<file path="src/rtl/hilo_div_unit_pkg.sv">
// Shared types and constants for the HI/LO divide engine: bus layouts,
// FSM state encodings and the operand magnitude helper.
package hilo_div_unit_pkg;

    localparam int HILO_DATA_W = 32;

    typedef logic [HILO_DATA_W-1:0] data_bus_t;

    localparam data_bus_t ZERO_32 = '0;
    localparam logic      TRUE_V  = 1'b1;
    localparam logic      FALSE_V = 1'b0;

    typedef enum logic [1:0] {
        DIV_IDLE = 2'd0,
        DIV_CALC = 2'd1,
        DIV_DONE = 2'd2
    } div_state_t;

    // Same bit order as the 68-bit EX-stage HI/LO info bus.
    typedef struct packed {
        logic      w_en_hi;
        logic      w_en_lo;
        data_bus_t data_hi;
        data_bus_t data_lo;
        logic      hi_valid;
        logic      lo_valid;
    } info_hilo_bus_t;

    function automatic data_bus_t abs_val(input data_bus_t v, input logic is_signed);
        return (is_signed && v[HILO_DATA_W-1]) ? (ZERO_32 - v) : v;
    endfunction

endpackage

</file>
<file path="src/rtl/hilo_div_unit_iter_step.sv">
// One restoring shift-subtract step: shifts the {rem, quo} pair left by one
// and keeps the trial subtraction only when it does not borrow.
module div_iter_step #(
    parameter int W = 32
) (
    input  logic [W-1:0] i_rem,
    input  logic [W-1:0] i_quo,
    input  logic [W-1:0] i_divisor,
    output logic [W-1:0] o_rem,
    output logic [W-1:0] o_quo
);

    logic [W:0] w_shifted;
    logic [W:0] w_diff;

    // One extra bit so the shifted remainder cannot overflow before the compare.
    assign w_shifted = {i_rem, i_quo[W-1]};
    assign w_diff    = w_shifted - {1'b0, i_divisor};

    always_comb begin
        if (w_diff[W]) begin
            o_rem = w_shifted[W-1:0];
            o_quo = {i_quo[W-2:0], 1'b0};
        end else begin
            o_rem = w_diff[W-1:0];
            o_quo = {i_quo[W-2:0], 1'b1};
        end
    end

endmodule

</file>
<file path="src/rtl/hilo_div_unit.sv">
// Iterative 32-bit DIV/DIVU engine in EX: LO = quotient, HI = remainder,
// reported on the EX HI/LO info bus so forwarding readers stall until done.
module hilo_div_unit
    import hilo_div_unit_pkg::*;
#(
    parameter int DATA_W = 32,
    parameter int CNT_W  = 6
) (
    input  logic                clk,
    input  logic                rst,
    input  logic                flush,
    input  logic                div_start,
    input  logic                div_signed,
    input  logic [DATA_W-1:0]   dividend,
    input  logic [DATA_W-1:0]   divisor,
    output logic                busy,
    output logic                done,
    output logic                stall_req,
    output logic [2*DATA_W+3:0] info_hilo_ex
);

    div_state_t       r_state;
    div_state_t       w_state_next;
    logic [CNT_W-1:0] r_cnt;
    data_bus_t        r_rem;
    data_bus_t        r_quo;
    data_bus_t        r_divisor;
    logic             r_neg_quo;
    logic             r_neg_rem;

    data_bus_t        w_step_rem;
    data_bus_t        w_step_quo;
    logic             w_accept;
    logic             w_div_zero;
    logic             w_last_step;
    info_hilo_bus_t   w_info;

    assign w_accept    = (r_state == DIV_IDLE) && div_start && !flush && !rst;
    assign w_div_zero  = (divisor == ZERO_32);
    assign w_last_step = (r_cnt == CNT_W'(DATA_W - 1));

    div_iter_step #(
        .W(DATA_W)
    ) u_step (
        .i_rem     (r_rem),
        .i_quo     (r_quo),
        .i_divisor (r_divisor),
        .o_rem     (w_step_rem),
        .o_quo     (w_step_quo)
    );

    always_comb begin
        w_state_next = r_state;
        if (flush) begin
            w_state_next = DIV_IDLE;
        end else begin
            case (r_state)
                DIV_IDLE: if (div_start) w_state_next = w_div_zero ? DIV_DONE : DIV_CALC;
                DIV_CALC: if (w_last_step) w_state_next = DIV_DONE;
                DIV_DONE: w_state_next = DIV_IDLE;
                default:  w_state_next = DIV_IDLE;
            endcase
        end
    end

    always_ff @(posedge clk) begin
        if (rst) begin
            r_state   <= DIV_IDLE;
            r_cnt     <= '0;
            r_rem     <= ZERO_32;
            r_quo     <= ZERO_32;
            r_divisor <= ZERO_32;
            r_neg_quo <= FALSE_V;
            r_neg_rem <= FALSE_V;
        end else begin
            r_state <= w_state_next;
            if (w_accept) begin
                r_cnt     <= '0;
                r_divisor <= abs_val(divisor, div_signed);
                if (w_div_zero) begin
                    // Divide by zero bypasses CALC: LO all ones, HI the raw dividend.
                    r_rem     <= dividend;
                    r_quo     <= '1;
                    r_neg_quo <= FALSE_V;
                    r_neg_rem <= FALSE_V;
                end else begin
                    r_rem     <= ZERO_32;
                    r_quo     <= abs_val(dividend, div_signed);
                    r_neg_quo <= div_signed && (dividend[DATA_W-1] ^ divisor[DATA_W-1]);
                    r_neg_rem <= div_signed && dividend[DATA_W-1];
                end
            end else if (r_state == DIV_CALC && !flush) begin
                r_rem <= w_step_rem;
                r_quo <= w_step_quo;
                r_cnt <= r_cnt + 1'b1;
            end
        end
    end

    always_comb begin
        w_info = '0;
        if (r_state == DIV_DONE) begin
            w_info.w_en_hi  = TRUE_V;
            w_info.w_en_lo  = TRUE_V;
            w_info.data_hi  = r_neg_rem ? (ZERO_32 - r_rem) : r_rem;
            w_info.data_lo  = r_neg_quo ? (ZERO_32 - r_quo) : r_quo;
            w_info.hi_valid = TRUE_V;
            w_info.lo_valid = TRUE_V;
        end else if (r_state == DIV_CALC || w_accept) begin
            w_info.w_en_hi = TRUE_V;
            w_info.w_en_lo = TRUE_V;
        end
    end

    assign busy         = (r_state != DIV_IDLE);
    assign done         = (r_state == DIV_DONE);
    assign stall_req    = div_start && !done;
    assign info_hilo_ex = w_info;

endmodule

</file>
<file path="config.mk">
export PLATFORM = sky130hd
export DESIGN_NAME = hilo_div_unit
export DESIGN_NICKNAME = d
export VERILOG_FILES = /design/src/rtl/hilo_div_unit_pkg.sv /design/src/rtl/hilo_div_unit_iter_step.sv /design/src/rtl/hilo_div_unit.sv
export SDC_FILE = /design/constraint.sdc
export NUM_CORES = 1
export LEC_CHECK = 0
export CAP_MARGIN = 10
export CORE_MARGIN = 4
export CORE_UTILIZATION = 49
export CTS_CLUSTER_SIZE = 25
export DETAILED_ROUTE_END_ITERATION = 12
export HOLD_SLACK_MARGIN = 0.08
export PLACE_DENSITY = 0.73
export SLEW_MARGIN = 20
export SYNTH_ARGS = -nofsm -noshare
export SYNTH_HDL_FRONTEND = slang
export SYNTH_HIERARCHICAL = 1
export SYNTH_SLANG_ARGS = --single-unit
export TNS_END_PERCENT = 1
</file>
<file path="constraint.sdc">
create_clock -name clk -period 4.5 [get_ports clk]
set_input_delay 0.45 -clock clk [delete_from_list [all_inputs] [get_ports clk]]
set_output_delay 0.45 -clock clk [all_outputs]
set_load 0.03 [all_outputs]
</file>
==> impl_metrics.yaml <==
yosys:
  synth_sequential_area_ratio_pct: 21.7
  post_synthesis_cell_area_um2: 9790
  netlist_top_cells_area: "sky130_fd_sc_hd__dfxtp_1, sky130_fd_sc_hd__xor2_1, sky130_fd_sc_hd__nor2_1, sky130_fd_sc_hd__ha_1, sky130_fd_sc_hd__xnor2_1"
  netlist_top_cells_count: "sky130_fd_sc_hd__nor2_1, sky130_fd_sc_hd__dfxtp_1, sky130_fd_sc_hd__xor2_1, sky130_fd_sc_hd__nor3_1, sky130_fd_sc_hd__clkbuf_1"
  synth_ff_type: "sky130_fd_sc_hd__dfxtp_1"
  synth_top_cell_by_area: "sky130_fd_sc_hd__dfxtp_1"
  synth_top_area_share_pct: 21.7
  ys_async_sr_fraction_pct: 0
  post-synth-top-count-cell: "sky130_fd_sc_hd__nor2_1"
  synth_area_per_cell_um2: 7.58
  synth_cell_type_count: 89
  cells_after_synth: 1291
  ys.warnings.count: 6
  synth-edff-count: 0
  syn_nets: 1398
  synth.ff_latch_count: 106
worst_setup_path:
  data_required_time_of_the_worst_path_ns: 4.05
  startpoint_type: "flip-flop"
  nature_of_the_critical_path_endpoint: "output port"
  worst_r2r_path_depth: 16
  critical_path.max_fanout: 9
  critPathArrivalTime_ns: 3.43
  worstSetupPathType: "flip-flop to output port"
floorplanning:
  boundaryPins: 140
  die_width_um: 149
  die-height_um: 149
  core_region_area_um2: 19500
  floorplan_row_count: 51
  floorplan.initialDensity_pct: 50.1
  floorplan.die_area_um2: 22300
place:
  buffer_ports.inserted: 139
  dp.cells: 1597
  dpl-instance-area_um2: 11100
  place.detailed.hpwl_mm: 23.1
  gp_congestion: 0.975
timing:
  finalCritPeriodShare_pct: 86.3
  finalMaxSlewViolations: 0
  fin_tns_setup_ns: 0
  clock_skew_ns: 0.0130
  rsz0062_at_grt: "false"
  setup-violations-final: 0
  max-slew-margin-rel_pct: 28.5
  hold_ws_ns: 0.422
  fmaxAchievable_mhz: 257
  tightestPinTransition_ns: 1.07
  timing_hold_violations_final: 0
  min_period_ns: 3.88
clock_network:
  postCtsHoldBufs: 0
  post_cts_resize_count: 0
  cts_tree: "yes"
  clock_insertion_delay_worst_skew_ns: 0.37
  cts_setup_buffers: 0
  numCtsBuffers: 9
  cts_buffer_depth: 2
  cts.reportedPaths.clkPinSlew_ns: 0.08
  cts_root_buf: "sky130_fd_sc_hd__clkbuf_16"
  htreeDepth: 3
  clock_sink_count: 106
power:
  power_switching_share_pct: 38.4
  internal_power_mw: 2.01
  p_sw_mw: 1.25
  max-vdd-ir-drop_mv: 0.182
  p_seq_share_pct: 33.4
  cellPowerDensity_nw_per_um2: 288
  power.share.clock_pct: 24.0
  power.share.combinational_pct: 42.6
  leakage_nw: 4.16
routing:
  number_of_remaining_drc_errors: 0
  vias_per_cell: 6.21
  routedWlPerCell_um: 18.9
  routed_wl_mm: 30.5
  drt_first_pass_iters: 5
  postRouteAntennaNets: 0
  first_iter_violations: 802
  routed-via-count: 10018
worst_hold_path:
  hold_path_depth: 2
  worst_hold_path_type: "primary input to flip-flop"
global_routing:
  grt_residual_overflow: 0
  gr_util_all_layers_pct: 26.8
  antenna_found_initial: 0
  via_count_of_the_first_global_routing_pass: 9261
  wire_length_of_the_first_global_routing_pass_mm: 48.5
  pin_count_of_the_biggest_net_entering_global_routing: 60
final_layout:
  finalNonFillerCells: 1613
  antenna_cells_inserted: 0
  fillCellCount: 1883
  final_area_um2: 11300
  finalCoreUtilization_pct: 58.1
  flow.area_growth_from_synthesis_pct: 15.8
  post_route_cells_drive_above_1_share_pct: 6.45
  final_nets: 1450
job:
  max_cap_violation_count: 0
outcome:
  run_status: "completed"
critical path, stage by stage, from the launching register on:
cell	delay, ns
sky130_fd_sc_hd__dfxtp_1	0.37
sky130_fd_sc_hd__inv_1	0.12
sky130_fd_sc_hd__ha_1	0.20
sky130_fd_sc_hd__nor2b_1	0.27
sky130_fd_sc_hd__nand4_1	0.47
sky130_fd_sc_hd__o41ai_1	0.56
sky130_fd_sc_hd__xor2_1	0.12
sky130_fd_sc_hd__nor2_1	0.23
sky130_fd_sc_hd__clkdlybuf4s50_1	0.73
path summary, 6_finish.rpt:
check / startpoint / endpoint / slack (ns)
max: r_rem[0] / info_hilo_ex[54] / 0.62
min: rst / r_quo[24] / 0.42
max reg2reg: r_quo[31] / r_rem[9] / 0.64
min reg2reg: r_divisor[0] / r_divisor[0] / 0.47
routing by layer:
metal / wire, µm / up-vias / track usage (%)
li1: - / 4814 / -
met1: 13000 / 4684 / 34.8
met2: 14200 / 434 / 45.0
met3: 2090 / 86 / 3.04
met4: 1230 / 0 / 11.4
met5: 0 / - / 0
state kept, by name (all words and copies together), names as in the netlist:
signal	count
r_rem	32
r_divisor	32
r_cnt	6
r_neg_quo	1
r_quo	32
r_state	2
r_neg_rem	1
cells by family after synthesis:
kind of cell | after synthesis | synth area share (%)
mux | 35 | 4.58
flops | 106 | 21.7
compound gates | 347 | 24.4
fa+ha+maj | 38 | 4.93
simple gates | 452 | 23.3
buf+inv | 171 | 8.40
xor+xnor | 142 | 12.7
layout by cell type (no fill, tap or decap), drive strengths merged, types with 9 or more instances in the layout:
master / n
nor2: 171
clkdlybuf4s50: 138
dfxtp: 106
xor2: 92
nor3: 65
o21ai: 60
a21oi: 56
nand2: 55
inv: 53
xnor2: 50
o22ai: 40
ha: 37
a211oi: 32
o31ai: 31
nand3: 28
o41ai: 28
a21o: 21
buf: 21
mux2: 21
nor4: 17
nand4: 16
or4: 15
or3: 14
mux2i: 14
a31oi: 14
clkbuf: 11
a221oi: 10
nand2b: 10
or2: 9
and2: 9
stage by stage:
step	power (mW)	setup WS (ns)
4_1_cts	3.23	0.649
2_1_floorplan	2.13	1.30
3_3_place_gp	2.45	0.783
5_1_grt	3.41	0.403
3_5_place_dp	2.46	0.678
6_report	3.26	0.615
power by group through the flow:
stage / Sequential (mW) / Combinational (mW) / Clock [mW]
after global placement: 1.10 / 1.34 / 0
after detailed placement: 1.11 / 1.36 / 0
final: 1.09 / 1.39 / 0.782
after floorplan: 1.07 / 1.05 / 0
after CTS: 1.09 / 1.36 / 0.785
after global routing: 1.10 / 1.50 / 0.822
area by class of cell:
type	count	area [µm²]	share of cell area, %
clock buffer	11	243	2.14
clock inverter	5	37.5	0.331
inverter	53	199	1.75
multi-input combinational	1014	6860	60.5
sequential	106	2120	18.7
tap	265	332	2.92
timing repair buffer	159	1550	13.7
Power figures use the tool's default switching activity.
